$ cat src/rtl/enc_16to4_pending_if.sv
// Bus bundle for enc_16to4_pending: request capture, valid/ready code output and status.
// Handshake: a code transfers on a rising clk edge where valid_out=1 and ready_in=1;
// while valid_out=1 and ready_in=0, code_out and valid_out hold steady.
interface enc_16to4_pending_if #(
   parameter int WIDTH  = 16,
   parameter int CODE_W = 4
) ();
   logic              enable;
   logic [WIDTH-1:0]  req_in;
   logic [CODE_W-1:0] code_out;
   logic              valid_out;
   logic              ready_in;
   logic [WIDTH-1:0]  pending_out;
   logic              any_pending;
   logic              overrun;
   logic              clr_ovr;

   modport master (
      output enable, req_in, ready_in, clr_ovr,
      input  code_out, valid_out, pending_out, any_pending, overrun
   );

   modport slave (
      input  enable, req_in, ready_in, clr_ovr,
      output code_out, valid_out, pending_out, any_pending, overrun
   );
endinterface

$ cat src/rtl/enc_16to4_pending.sv
// Edge-capturing 16-to-4 event encoder with sticky pending bits and a registered valid/ready stage.
// Define ENC_ROUND_ROBIN_EN to rotate the search start past the last issued index.
module enc_16to4_pending #(
   parameter int WIDTH  = 16,
   parameter int CODE_W = 4
) (
   input logic                clk,
   input logic                rst,
   enc_16to4_pending_if.slave bus
);

   logic [WIDTH-1:0]  req_prev_q, req_prev_d;
   logic [WIDTH-1:0]  pending_q, pending_d;
   logic [CODE_W-1:0] code_q, code_d;
   logic              valid_q, valid_d;
   logic              overrun_q, overrun_d;

   logic [WIDTH-1:0]  rise;
   logic [WIDTH-1:0]  issue_mask;
   logic [CODE_W-1:0] sel_idx;
   logic              stage_free;
   logic              issue;

`ifdef ENC_ROUND_ROBIN_EN
   logic [CODE_W-1:0] last_idx_q, last_idx_d;
   logic [CODE_W-1:0] cand;
   logic              found;

   // Search begins one past the last issued index and wraps modulo WIDTH.
   always_comb begin
      sel_idx = '0;
      found   = 1'b0;
      cand    = '0;
      for (int k = 0; k < WIDTH; k++) begin
         cand = last_idx_q + CODE_W'(k + 1);
         if (!found && pending_q[cand]) begin
            sel_idx = cand;
            found   = 1'b1;
         end
      end
   end

   always_comb begin
      last_idx_d = last_idx_q;
      if (issue) last_idx_d = sel_idx;
   end

   always_ff @(posedge clk or posedge rst) begin
      if (rst) last_idx_q <= CODE_W'(WIDTH - 1);
      else     last_idx_q <= last_idx_d;
   end
`else
   // Descending scan so the lowest set bit is the one left in sel_idx.
   always_comb begin
      sel_idx = '0;
      for (int i = WIDTH - 1; i >= 0; i--) begin
         if (pending_q[i]) sel_idx = CODE_W'(i);
      end
   end
`endif

   always_comb begin
      rise       = bus.req_in & ~req_prev_q & {WIDTH{bus.enable}};
      stage_free = ~valid_q | bus.ready_in;
      issue      = stage_free & (|pending_q);
      issue_mask = '0;
      if (issue) issue_mask[sel_idx] = 1'b1;
   end

   // A fresh rise on a bit being issued this cycle re-arms it rather than counting as overrun.
   always_comb begin
      req_prev_d = bus.req_in;
      pending_d  = (pending_q & ~issue_mask) | rise;
      overrun_d  = (overrun_q & ~bus.clr_ovr) | (|(rise & pending_q & ~issue_mask));
      valid_d    = valid_q;
      code_d     = code_q;
      if (stage_free) begin
         valid_d = issue;
         if (issue) code_d = sel_idx;
      end
   end

   always_ff @(posedge clk or posedge rst) begin
      if (rst) begin
         req_prev_q <= '0;
         pending_q  <= '0;
         code_q     <= '0;
         valid_q    <= 1'b0;
         overrun_q  <= 1'b0;
      end else begin
         req_prev_q <= req_prev_d;
         pending_q  <= pending_d;
         code_q     <= code_d;
         valid_q    <= valid_d;
         overrun_q  <= overrun_d;
      end
   end

   assign bus.code_out    = code_q;
   assign bus.valid_out   = valid_q;
   assign bus.pending_out = pending_q;
   assign bus.any_pending = |pending_q;
   assign bus.overrun     = overrun_q;

endmodule

$ cat src/flat_wrapper.sv
// flat-port wrapper written by rule: the top's interface ports become plain ports
module enc_16to4_pending_flat 
#(
   parameter int WIDTH  = 16,
   parameter int CODE_W = 4
)
  (clk, rst, bus_enable, bus_req_in, bus_ready_in, bus_clr_ovr, bus_code_out, bus_valid_out, bus_pending_out, bus_any_pending, bus_overrun);
  enc_16to4_pending_if #(.WIDTH(WIDTH), .CODE_W(CODE_W)) bus_i ();
  input logic clk;
  input logic rst;
  input wire logic [$bits(bus_i.enable)-1:0] bus_enable;
  input wire logic [$bits(bus_i.req_in)-1:0] bus_req_in;
  input wire logic [$bits(bus_i.ready_in)-1:0] bus_ready_in;
  input wire logic [$bits(bus_i.clr_ovr)-1:0] bus_clr_ovr;
  output wire logic [$bits(bus_i.code_out)-1:0] bus_code_out;
  output wire logic [$bits(bus_i.valid_out)-1:0] bus_valid_out;
  output wire logic [$bits(bus_i.pending_out)-1:0] bus_pending_out;
  output wire logic [$bits(bus_i.any_pending)-1:0] bus_any_pending;
  output wire logic [$bits(bus_i.overrun)-1:0] bus_overrun;
  assign bus_i.enable = bus_enable;
  assign bus_i.req_in = bus_req_in;
  assign bus_i.ready_in = bus_ready_in;
  assign bus_i.clr_ovr = bus_clr_ovr;
  assign bus_code_out = bus_i.code_out;
  assign bus_valid_out = bus_i.valid_out;
  assign bus_pending_out = bus_i.pending_out;
  assign bus_any_pending = bus_i.any_pending;
  assign bus_overrun = bus_i.overrun;
  enc_16to4_pending #(.WIDTH(WIDTH), .CODE_W(CODE_W)) u_core (.clk(clk), .rst(rst), .bus(bus_i));
endmodule
$ cat config.mk
export PLATFORM = sky130hd
export DESIGN_NAME = enc_16to4_pending_flat
export DESIGN_NICKNAME = d
export VERILOG_FILES = /design/src/rtl/enc_16to4_pending_if.sv /design/src/rtl/enc_16to4_pending.sv /design/src/flat_wrapper.sv
export SDC_FILE = /design/constraint.sdc
export NUM_CORES = 1
export LEC_CHECK = 0
export BUFFER_PORTS_ARGS = -buffer_cell sky130_fd_sc_hd__buf_2
export CAP_MARGIN = 20
export CORE_ASPECT_RATIO = 0.6
export CORE_MARGIN = 1
export CORE_UTILIZATION = 33
export CTS_CLUSTER_DIAMETER = 80
export DETAILED_ROUTE_END_ITERATION = 8
export GPL_ROUTABILITY_DRIVEN = 0
export SLEW_MARGIN = 0
export SYNTH_ARGS = -nofsm -noshare
export SYNTH_HDL_FRONTEND = slang
export SYNTH_SLANG_ARGS = --single-unit
$ cat constraint.sdc
create_clock -name clk -period 2.8 [get_ports clk]
set_clock_uncertainty 0.15 [all_clocks]
set_input_delay 0.56 -clock clk [delete_from_list [all_inputs] [get_ports clk]]
set_output_delay 0.56 -clock clk [all_outputs]
set_load 0.005 [all_outputs]
# Word level (Yosys, flattened, before mapping)
# Cells that the tools add are included.
# Widths: inputs -> output; s select.
[op_classes]
n_reduce_logical = 4
order_cmp = 2
muxes = 19
bitwise = 14
[ops]
columns = ["cell", "count"]
rows = [
  ["$and 16x16->16", 5],
  ["$mux 4", 16],
  ["$not 16->16", 2],
  ["$reduce_or 16->1", 2],
  ["$mux 16", 1],
  ["$or 16x16->16", 1],
  ["$lt 4x5->1 const B", 1],
  ["$demux 1 s4", 1],
  ["$ge 4x1->1 const B", 1],
  ["$and 1x1->1", 2],
  ["$not 1->1", 2],
  ["$or 1x1->1", 2],
  ["$reduce_and 2->1", 1],
  ["$logic_and 1x1->1", 1],
  ["$mux 1", 1],
]
[word_totals]
input_bits = 21
regBits = 38

# Depth between registers and ports, before layout
# Gate-level depths: netlist of run 1.
[depth]
word_depth = 25
ltp_mapped = 8
mapped_depth_nobuf = 7

# Worst setup path after synthesis of run 1
# OpenSTA, ideal clock, no wires.
[synth_timing]
path_kind = "register to register"
start = "register u_core.pending_q[1], in the netlist u_core.bus.pending_out[1]"
end = "register u_core.overrun_q, in the netlist u_core.bus.overrun"
stages_incl_launch_ff = 9
arrival_time_ps = 2406
t_required_ps = 2518
setup_slack_ps = 113
setup_time_ps = 132
path_cell_list = "dfrtp_1 > buf_6 > or4_4 > nor2_4 > nand3_2 > a211o_1 > a2111o_1 > a211oi_1 > or3b_1"
[synth_via]
elab_chain_len = 11
[synth_rtl]
columns = ["element", "line", "rtl"]
rows = [
  ["from (decl)", "enc_16to4_pending.sv:13", "logic [WIDTH-1:0] pending_q, pending_d;"],
  ["from (signal assigned)", "enc_16to4_pending.sv:92", "pending_q <= pending_d;"],
  ["$mux 4 (2 in a row)", "enc_16to4_pending.sv:57", "if (pending_q[i]) sel_idx = CODE_W'(i);"],
  ["$lt 4x5->1 (not written as such) or $ge 4x1->1 (tied branches)", "enc_16to4_pending.sv:67", "if (issue) issue_mask[sel_idx] = 1'b1;"],
  ["$logic_and 1x1->1 (not written as such)", "enc_16to4_pending.sv:67", ""],
  ["$mux 1 (not written as such)", "enc_16to4_pending.sv:67", ""],
  ["$demux 1 s4", "--", ""],
  ["$mux 16", "enc_16to4_pending.sv:67", ""],
  ["$not 16->16", "enc_16to4_pending.sv:74", "overrun_d = (overrun_q & ~bus.clr_ovr) | (|(rise & pending_q & ~issue_mask));"],
  ["$and 16x16->16 (*)", "enc_16to4_pending.sv:74", ""],
  ["$reduce_or 16->1 (*)", "enc_16to4_pending.sv:74", ""],
  ["$or 1x1->1 (*)", "enc_16to4_pending.sv:74", ""],
  ["net u_core.overrun_d", "enc_16to4_pending.sv:16", "logic overrun_q, overrun_d;"],
  ["to (signal assigned)", "enc_16to4_pending.sv:95", "overrun_q <= overrun_d;"],
  ["to (decl)", "enc_16to4_pending.sv:16", ""],
]
# The timed path passes the listed nets; every way through them passes the cells marked *.
# A chain may end at the register's enable or synchronous reset.

# Final worst setup path of run 1
[layout_timing]
start = "register u_core.pending_q[11], in the netlist u_core.bus.pending_out[11]"
end = "register u_core.overrun_q, in the netlist u_core.bus.overrun"
[layout_via]
elab_chain_len = 21
[layout_rtl]
columns = ["element", "line"]
rows = [
  ["$mux 4 (12 in a row)", "enc_16to4_pending.sv:57"],
  ["$lt 4x5->1 (not written as such) or $ge 4x1->1 (tied branches)", "enc_16to4_pending.sv:67"],
  ["$logic_and 1x1->1 (not written as such)", "enc_16to4_pending.sv:67"],
  ["$mux 1 (not written as such)", "enc_16to4_pending.sv:67"],
  ["$demux 1 s4", "--"],
  ["$mux 16", "enc_16to4_pending.sv:67"],
  ["$not 16->16", "enc_16to4_pending.sv:74"],
  ["$and 16x16->16 (*)", "enc_16to4_pending.sv:74"],
  ["$reduce_or 16->1 (*)", "enc_16to4_pending.sv:74"],
  ["$or 1x1->1 (*)", "enc_16to4_pending.sv:74"],
  ["net u_core.overrun_d", "enc_16to4_pending.sv:16"],
]
# Marked as above.

==> out/qor.yml, run 1 <==
netlist_top_cells_area: "dfrtp_1 51%, nand3b_1 4.5%, o21ai_0 4.0%"
dp_hpwl_microns: 4015
dr.first_iter.drc_count: 99
crit_path_end_kind: "flop"
synthArstFlopShare_pct: 100.0
dpl_cell_area_sq_mm: 0.002283
io_buffer_count: 43
synth-simple-area-share_pct: 26.03
start_util_pct: 35.48
rr_worst_depth: 9
avgSynthCellArea_sq_um: 9.766
drt_wl_total_microns: 5337
fmaxAchievable_ghz: 0.3615
antenna_cells: 0
ir_drop_v: 0.0002923
ant_nets: 0
synth-main-ff-cell: "dfrtp_1"
gr-total-overflow: 0
tightest_slew_ns: 0.5420
hold_ws_ns: 0.2079
cp-startpoint: "u_core.bus.pending_out[11]"
synth_warnings: 0
clock_path_buffers: 2
synth_top_family_by_area: "simple AND/OR/NAND/NOR gates"
grt_pass1_wl_microns: 8411
area_delta_synth_final_pct: 32.70
grt_use_total_pct: 19.21
regToRegEndpoint: "u_core.bus.overrun"
synth_top_area_cell: "dfrtp_1"
min_path_type: "in -> async"
nNetsFinal: 277
root_buffer: "clkbuf_8"
period_share_pct: 98.79
finalCriticalPeriod_ns: 2.766
core_sq_mm: 0.005230
synth-adder-area-share_pct: 0
fin_ws_ns: 0.03377
synth_xor_area_share_pct: 0
r2r_slack_ns: 0.03
r2r_start: "u_core.bus.pending_out[11]"
setup_tns_ns: 0
dieArea_sq_mm: 0.005937
pre_cts_ws_ns: 0.05816
cts_tree: "yes"
rows: 20
grt_start_max_net_pins: 39
synth_cell_types: 46
required_ns: 2.82
fp.dieH_microns: 60.09
synth_compound_area_share_pct: 19.02
critPathKind: "reg -> reg"
antenna_found_initial: 0
synth-seq-cells: 38
critPathLaunchType: "flop"
max_cap_viol_count: 0
design_area_sq_mm: 0.002462
status: "complete, no violations"
synth.top_cell.area_share_pct: 51.25
cts_inserted_buffers: 5
syn-cell-area_sq_mm: 0.001856
vias: 1765
hold_viol: 0
drc: 0
grt_pass1_vias: 1619
via_per_inst: 5.464
synth_edf_count: 0
relSlewSlack_pct: 63.30
leakagePower_nw: 1.049
clk-insertion-delay-late_ns: 0.29
die_width_microns: 98.81
syn_nets: 211
maxSlewViolCount: 0
ys_seq_area_share_pct: 51.25
drive_above_1_share_pct: 35.41
cp.arrival_ns: 2.79
htreeDepth: 2
firstDrtPassIters: 4
fin_total_pwr_w: 0.001522
worst-path-max-fanout: 6
postSynthCellCount: 190
muxShareOfSynthArea_pct: 0
cts_sinks: 38
ios: 44
clk_pin_slew_ns: 0.07
setup_viol: 0
cellPowerDensity_mw_per_mm2: 618.2
wl_per_cell_microns: 16.52
[through the flow]
stage / cells / utilization, %
2_1_floorplan: 190 / -
6_report: 323 / 47.08
5_1_grt: 323 / 47.08
3_3_place_gp: 314 / 43.66
3_5_place_dp: 314 / 43.66
4_1_cts: 322 / 45.69
[worst max-delay path: stages, from the launching register on]
cell and delay (ns):
dfrtp_1 0.40, buf_6 0.14, nor2_4 0.10, a221oi_2 0.08, o41a_1 0.48, buf_4 0.19, o21bai_1 0.15, a2111o_1 0.39
a211oi_2 0.19, or3b_1 0.36
[flip-flops by register name (all words and copies together) (netlist names)]
| register | flops |
|---|---|
| u_core.bus.overrun | 1 |
| u_core.bus.code_out | 4 |
| u_core.bus.valid_out | 1 |
| u_core.req_prev_q | 16 |
| u_core.bus.pending_out | 16 |
[cells by family after synthesis]
logic type | count (synthesis)
AO/OA/AOI/OAI | 52
buffers and inverters | 15
flip-flops | 38
AND/OR/NAND/NOR | 85
[synthesized netlist by cell type (2+ instances only)]
cell      number
nor2_1        14
o311a_1        2
or4_1          2
a21oi_1        8
nand4_1        2
o31ai_1        5
nand2b_1       5
or4_4          2
dfrtp_1       38
o311ai_0       2
nand3_1        6
clkbuf_1       5
nand3b_1      11
and3b_1        3
o21bai_1       2
nand2_1       19
a21o_1         2
inv_1          7
o21ai_0       15
o22ai_1        3
nor4_1         4
nor3_1         6
nor2b_1        4
[routing by layer]
| metal | share of wire (%) | vias up | track usage (%) |
|---|---|---|---|
| met5 | 0 | - | 0 |
| met4 | 0.62 | 0 | 5.757 |
| met3 | 7.5 | 4 | 4.678 |
| met2 | 40 | 64 | 25.57 |
| met1 | 52 | 861 | 29.86 |
| li1 | - | 836 | - |
[worst max-delay path by stage]
| stage | endpoint | slack [ns] | depth (start not counted) |
|---|---|---|---|
| after floorplan | u_core.bus.overrun | 0.11 | 8 |
| after global placement | u_core.bus.overrun | 0.07 | 8 |
| after detailed placement | u_core.bus.overrun | 0.06 | 8 |
| after CTS | u_core.bus.overrun | 0.04 | 8 |
| after global routing | u_core.bus.overrun | -0.03 | 9 |
| final | u_core.bus.overrun | 0.03 | 9 |
[area by class of cell]
type,count,area [sq um]
inverters,7,26.28
repair buffers,67,399.1
fillers,510,2768
clock buffers,7,76.32
multi-input cells,137,893.4
flip-flops and latches,38,954.7
well taps,66,82.58
clock inverters,1,30.03
[cell usage in the layout (no fill, tap or decap), drive strengths merged, types with 3 or more instances in the layout]
master  synthesis  routed
clkbuf          5       7
o22ai           3       3
buf             3      67
inv             7       7
a21oi           8       8
nor4            4       4
o21ai          16      16
dfrtp          38      38
nand3           7       7
nor2           16      16
or4             4       4
nand2b          5       5
nand2          19      19
nand3b         11      11
nor3            6       6
nor2b           4       4
o31ai           5       5
and3b           3       3
[repair_timing]
item,in CTS,in global routing
endpoints found under the hold margin,0,0
setup buffers,0,1
resized for setup,0,18
hold buffers,0,0
setup endpoints to repair,0,1
[where the power goes]
part	switching (W)	leakage, nW	internal (W)
clock network	0.000191	0.0524	0.000267
logic	0.000226	0.585	0.000184
registers	0.0000516	0.412	0.000603
total	0.000469	1.05	0.00105
Power figures use the tool's default switching activity.
==> run 2, diff against run 1 <==
CORE_MARGIN = 4   (was 1)
==> run 2 against run 1 <==
Effect of this change:
- global-route usage is 2.7 points lower
- critical path depth decreased by 1
- power fell by 0.60%
- largest cell class unchanged
==> out/qor.yml, run 2 (synthesis results as in run 1) <==
status: "complete, no violations"
regToRegEndpoint: "u_core.bus.overrun"
crit_chain: "buf_4 > buf_4 > a2111oi_0 > o41a_1 > o31ai_1 > o21ai_0 > o22ai_1 > or3b_1"
cts_tree: "yes"
drt_wl_total_microns: 5512  # +3.3%
setup_viol: 0  # unchanged
r2r_slack_ns: 0.1  # +0.06 ns
cts_sinks: 38  # unchanged
final_cells: 327  # +1.2%
required_ns: 2.82  # about the same
setup_tns_ns: 0  # unchanged
drc: 0  # unchanged
critPathKind: "reg -> reg"
ios: 44  # unchanged
wl_per_cell_microns: 16.86  # +2.0%
rsz0062_at_grt: "no"
power.net_switching_w: 0.0004583  # -2.2%
cts_inserted_buffers: 5  # unchanged
critPathLaunchType: "flop"
switching_share_pct: 30.29  # -0.50 points
hold_viol: 0  # unchanged
min_path_type: "in -> async"
crit_path_end_kind: "flop"
dp_hpwl_microns: 4230  # +5.4%
tightest_slew_ns: 0.6206  # +0.07860 ns
final-seq-area_sq_um: 950.9  # -0.39%
via_per_inst: 5.401  # -1.2%
ir_drop_v: 0.0002574  # -12%
multi_input_area_sq_um: 853.3  # -4.5%
firstDrtPassIters: 4  # unchanged
fp.dieH_microns: 66.09  # +10%
vias: 1766  # +0.057%
pre_cts_ws_ns: 0.02557  # -0.03259 ns
rows: 20  # unchanged
antenna_found_initial: 0  # unchanged
io_buffer_count: 43  # unchanged
utilization_pct: 46.52  # -0.56 points
antenna_cells: 0  # unchanged
gr-total-overflow: 0  # unchanged
core_sq_mm: 0.005255  # +0.48%
ant_nets: 0  # unchanged
intPower_w: 0.001055  # +0.11%
drive_above_1_share_pct: 32.57  # -2.8 points
dr.first_iter.drc_count: 137  # +38%
fin_ws_ns: 0.09615  # +0.06237 ns
slowest_delay_ns: 0.41  # -0.07 ns
root_buffer: "clkbuf_8"
max_cap_viol_count: 0  # unchanged
clk_pin_slew_ns: 0.08  # about the same
cpMostUsedCell: "buf_4"
crit_slowest_cell: "dfrtp_1"
mostFrequentLayoutCells: "43 x buf_2, 38 x dfrtp_1, 28 x buf_4"
p_seq_share_pct: 42.5  # -0.5 points
critPathBufInv: 2  # unchanged
worst-path-max-fanout: 6  # unchanged
grt_start_max_net_pins: 39  # unchanged
fillers: 505  # -0.98%
hold_ws_ns: 0.2179  # +0.01001 ns
grt_pass1_wl_microns: 8818  # +4.8%
cp-startpoint: "u_core.bus.pending_out[2]"
nNetsFinal: 281  # +1.4%
start_util_pct: 35.31  # -0.17 points
placed_cells: 318  # +1.3%
grt_use_total_pct: 16.49  # -2.7 points
grt_pass1_vias: 1699  # +4.9%
critPathTopFamily: "compound AO/OA/AOI/OAI gates"
path_depth: 8  # -1
cp.arrival_ns: 2.73  # -0.06 ns
clk-insertion-delay-late_ns: 0.29  # about the same
clock_path_buffers: 2  # unchanged
finalCriticalPeriod_ns: 2.704  # -0.06237 ns
clockPowerShare_pct: 30.2  # about the same
leakagePower_nw: 1.059  # +0.97%
combPwrFrac_pct: 27.3  # +0.4 points
relSlewSlack_pct: 58.10  # -5.2 points
die_width_microns: 104.8  # +6.1%
cellPowerDensity_mw_per_mm2: 618.9  # +0.11%
period_share_pct: 96.57  # -2.2 points
htreeDepth: 2  # unchanged
area_delta_synth_final_pct: 31.76
fmaxAchievable_ghz: 0.3698  # +2.3%
crit_path_end: "u_core.bus.overrun"
maxSlewViolCount: 0  # unchanged
layout_commonest_cell: "buf_2"
r2r_start: "u_core.bus.pending_out[2]"
rr_worst_depth: 8  # -1
dieArea_sq_mm: 0.006926  # +17%
[run 2: how the worst min path moves through the flow]
| stage | start | endpoint | cells past startpoint |
|---|---|---|---|
| after CTS | bus_req_in[9] | u_core.req_prev_q[9] | 1 |
| after detailed placement | u_core.bus.code_out[0] | u_core.bus.code_out[0] | 2 |
| after floorplan | u_core.bus.code_out[0] | u_core.bus.code_out[0] | 2 |
| after global routing | bus_req_in[4] | u_core.req_prev_q[4] | 1 |
| after global placement | u_core.bus.code_out[1] | u_core.bus.code_out[1] | 2 |
| final | rst | u_core.req_prev_q[14] | 3 |
[run 2: metal layers]
| layer | share of wire [%] | routed length, microns | vias up | track usage, % |
|---|---|---|---|---|
| li1 | - | - | 843 | - |
| met4 | 0.65 | 36 | 0 | 3.928 |
| met5 | 0 | 0 | - | 0 |
| met1 | 53 | 2900 | 852 | 25.41 |
| met2 | 40 | 2180 | 66 | 21.88 |
| met3 | 7.1 | 394 | 5 | 5.073 |
[run 2: through the flow]
stage	power, W	cell area, sq um
after CTS	0.001506	2420
after detailed placement	0.001043	2313
final	0.001513	2445
after global placement	0.001043	2313
after floorplan	0.0008566	1856
after global routing	0.001597	2445
[run 2: area by class of cell]
class / instances / share of cell area [%]
inverters: 7 / 1.075
repair buffers: 71 / 17.40
well taps: 66 / 3.378
clock inverters: 1 / 1.228
clock buffers: 7 / 3.122
multi-input cells: 137 / 34.90
flip-flops and latches: 38 / 38.89
[run 2: timing repair]
item,in CTS,in global routing
setup endpoints to repair,0,1
setup buffers,0,1
hold buffers,0,0
resized for setup,0,6
[run 2: worst min-delay path, stage by stage]
cell and delay (ns):
buf_2 0.09, inv_1 0.04, buf_4 0.41
[run 2: power groups by stage]
stage / Sequential (W) / Combinational, W / Clock (W)
2_1_floorplan: 0.000658 / 0.000199 / 0
3_3_place_gp: 0.000650 / 0.000393 / 0
3_5_place_dp: 0.000652 / 0.000392 / 0
4_1_cts: 0.000641 / 0.000395 / 0.000470
5_1_grt: 0.000650 / 0.000450 / 0.000497
6_report: 0.000643 / 0.000413 / 0.000457
==> run 3, diff against run 2 <==
clock period = 3.5 ns   (was 2.8 ns; I/O delays follow)
==> run 3 against run 2 <==
Effect of this change:
- cell count shrank 7.6%
- non-clock buffer count shrank 25
- cell area shrank 8.3%
- largest cell class unchanged
- critical path type unchanged
- largest power group unchanged
- combinational power shrank 44%
- count of clock-buffer cells in the layout shrank 2
- first-iteration DRC count grew 18%
- critical path depth shrank 1
- sequential power shrank 15%
- sequential cell count is the same
==> out/qor.yml, run 3 (synthesis results as in run 1) <==
status: "complete, no violations"
critPathKind: "reg -> reg"
dr.first_iter.drc_count: 162  # +18%
cts_sinks: 38  # unchanged
post_cts_buffers: 0  # unchanged
rsz0062_at_grt: "no"
grt_pass1_vias: 1585  # -6.7%
vias: 1713  # -3.0%
setup_tns_ns: 0  # unchanged
cts_inserted_buffers: 5  # unchanged
hold_ws_ns: 0.3262  # +0.1083 ns
grt_pass1_wl_microns: 8266  # -6.3%
hold_viol: 0  # unchanged
critPathLaunchType: "flop"
core_sq_mm: 0.005255  # unchanged
layout_commonest_cell: "buf_2"
drive_above_1_share_pct: 25.00  # -7.6 points
worstHoldEndpoint: "u_core.bus.code_out[0]"
drt_wl_total_microns: 5121  # -7.1%
min_path_type: "reg -> reg"
antenna_cells: 0  # unchanged
finalCriticalPeriod_ns: 2.997  # +0.2936 ns
relSlewSlack_pct: 45.28  # -13 points
area_delta_synth_final_pct: 20.84
cts_tree: "yes"
tightest_slew_ns: 0.8133  # +0.1927 ns
r2r_start: "u_core.bus.pending_out[7]"
mostFrequentLayoutCells: "43 x buf_2, 38 x dfrtp_1, 19 x nand2_1"
whs_path_depth: 2
fillers: 524  # +3.8%
via_per_inst: 5.672  # +5.0%
fmaxAchievable_ghz: 0.3336  # -9.8%
fp.dieH_microns: 66.09  # unchanged
crit_path_end_kind: "flop"
wl_per_cell_microns: 16.96  # +0.60%
max_cap_viol_count: 0  # unchanged
maxSlewViolCount: 0  # unchanged
io_buffer_count: 43  # unchanged
htreeDepth: 2  # unchanged
nNetsFinal: 256  # -8.9%
cp.arrival_ns: 3.03  # +0.30 ns
antenna_found_initial: 0  # unchanged
leakagePower_nw: 0.9427  # -11%
firstDrtPassIters: 5  # +1
clk_pin_slew_ns: 0.08  # about the same
hp-start: "u_core.bus.code_out[0]"
regToRegEndpoint: "u_core.bus.overrun"
cellPowerDensity_mw_per_mm2: 511.7  # -17%
drc: 0  # unchanged
holdBufCountCts: 0  # unchanged
setup_viol: 0  # unchanged
dieArea_sq_mm: 0.006926  # unchanged
grt_start_max_net_pins: 21  # -46%
clk-insertion-delay-late_ns: 0.30  # about the same
period_share_pct: 85.64  # -11 points
dp_hpwl_microns: 3892  # -8.0%
ir_drop_v: 0.0001793  # -30%
start_util_pct: 35.31  # unchanged
worst-path-max-fanout: 12  # +6
r2r_slack_ns: 0.50  # +0.41 ns
cts_resized: 0  # unchanged
gr-total-overflow: 0  # unchanged
root_buffer: "clkbuf_8"
rr_worst_depth: 7  # -1
clock_path_buffers: 2  # unchanged
die_width_microns: 104.8  # unchanged
ios: 44  # unchanged
ant_nets: 0  # unchanged
rows: 20  # unchanged
grt_use_total_pct: 15.36  # -1.1 points
required_ns: 3.53  # +0.71 ns
-- run 3: critical path, stage by stage, from the launching register on --
cell,delay (ns)
dfrtp_1,0.51
or4_4,0.61
nor2_4,0.16
nand3_2,0.14
a211o_1,0.30
a2111o_1,0.39
a211oi_1,0.24
or3b_1,0.38
-- run 3: final cells by class --
cell class | count | area (sq um) | area share (%)
flip-flops and latches | 38 | 950.9 | 42.41
multi-input cells | 137 | 835.8 | 37.28
repair buffers | 46 | 237.7 | 10.60
well taps | 66 | 82.58 | 3.683
clock buffers | 5 | 68.82 | 3.069
clock inverters | 3 | 40.04 | 1.786
inverters | 7 | 26.28 | 1.172
-- run 3: how the worst max path moves through the flow --
| stage | to | cells past startpoint | from | slack, ns |
|---|---|---|---|---|
| 3_5_place_dp | u_core.bus.overrun | 8 | bus_ready_in | 0.51 |
| 3_3_place_gp | u_core.bus.overrun | 8 | bus_ready_in | 0.59 |
| 4_1_cts | u_core.bus.overrun | 7 | u_core.bus.pending_out[7] | 0.55 |
| 5_1_grt | u_core.bus.overrun | 7 | u_core.bus.pending_out[7] | 0.41 |
| 6_report | u_core.bus.overrun | 7 | u_core.bus.pending_out[7] | 0.50 |
| 2_1_floorplan | u_core.bus.overrun | 8 | bus_ready_in | 0.70 |
-- run 3: power by group --
group	switching [W]	internal (W)	leakage [nW]	total, W
clock network	0.000159	0.000210	0.0579	0.000369
registers	0.0000674	0.000481	0.415	0.000548
logic	0.000130	0.000100	0.470	0.000230
total	0.000357	0.000791	0.943	0.00115
-- run 3: stage by stage --
stage	total power (W)	instance area [sq um]	std cells	setup slack (ns)	utilization [%]
after floorplan	0.0006853	1856	190	0.7022	-
after global placement	0.0007820	2133	294	0.5912	40.60
after detailed placement	0.0007835	2133	294	0.5083	40.60
after CTS	0.001154	2242	302	0.5474	42.67
after global routing	0.001214	2242	302	0.4115	42.67
final	0.001147	2242	302	0.5025	42.67
-- run 3: routing by layer --
layer  wire [microns]  vias up  global-route usage, %
met1             2570      816                  24.06
met4               36        0                  3.928
li1                 -      796                      -
met2             1940       96                  20.05
met5                0        -                      0
met3              574        5                  4.293
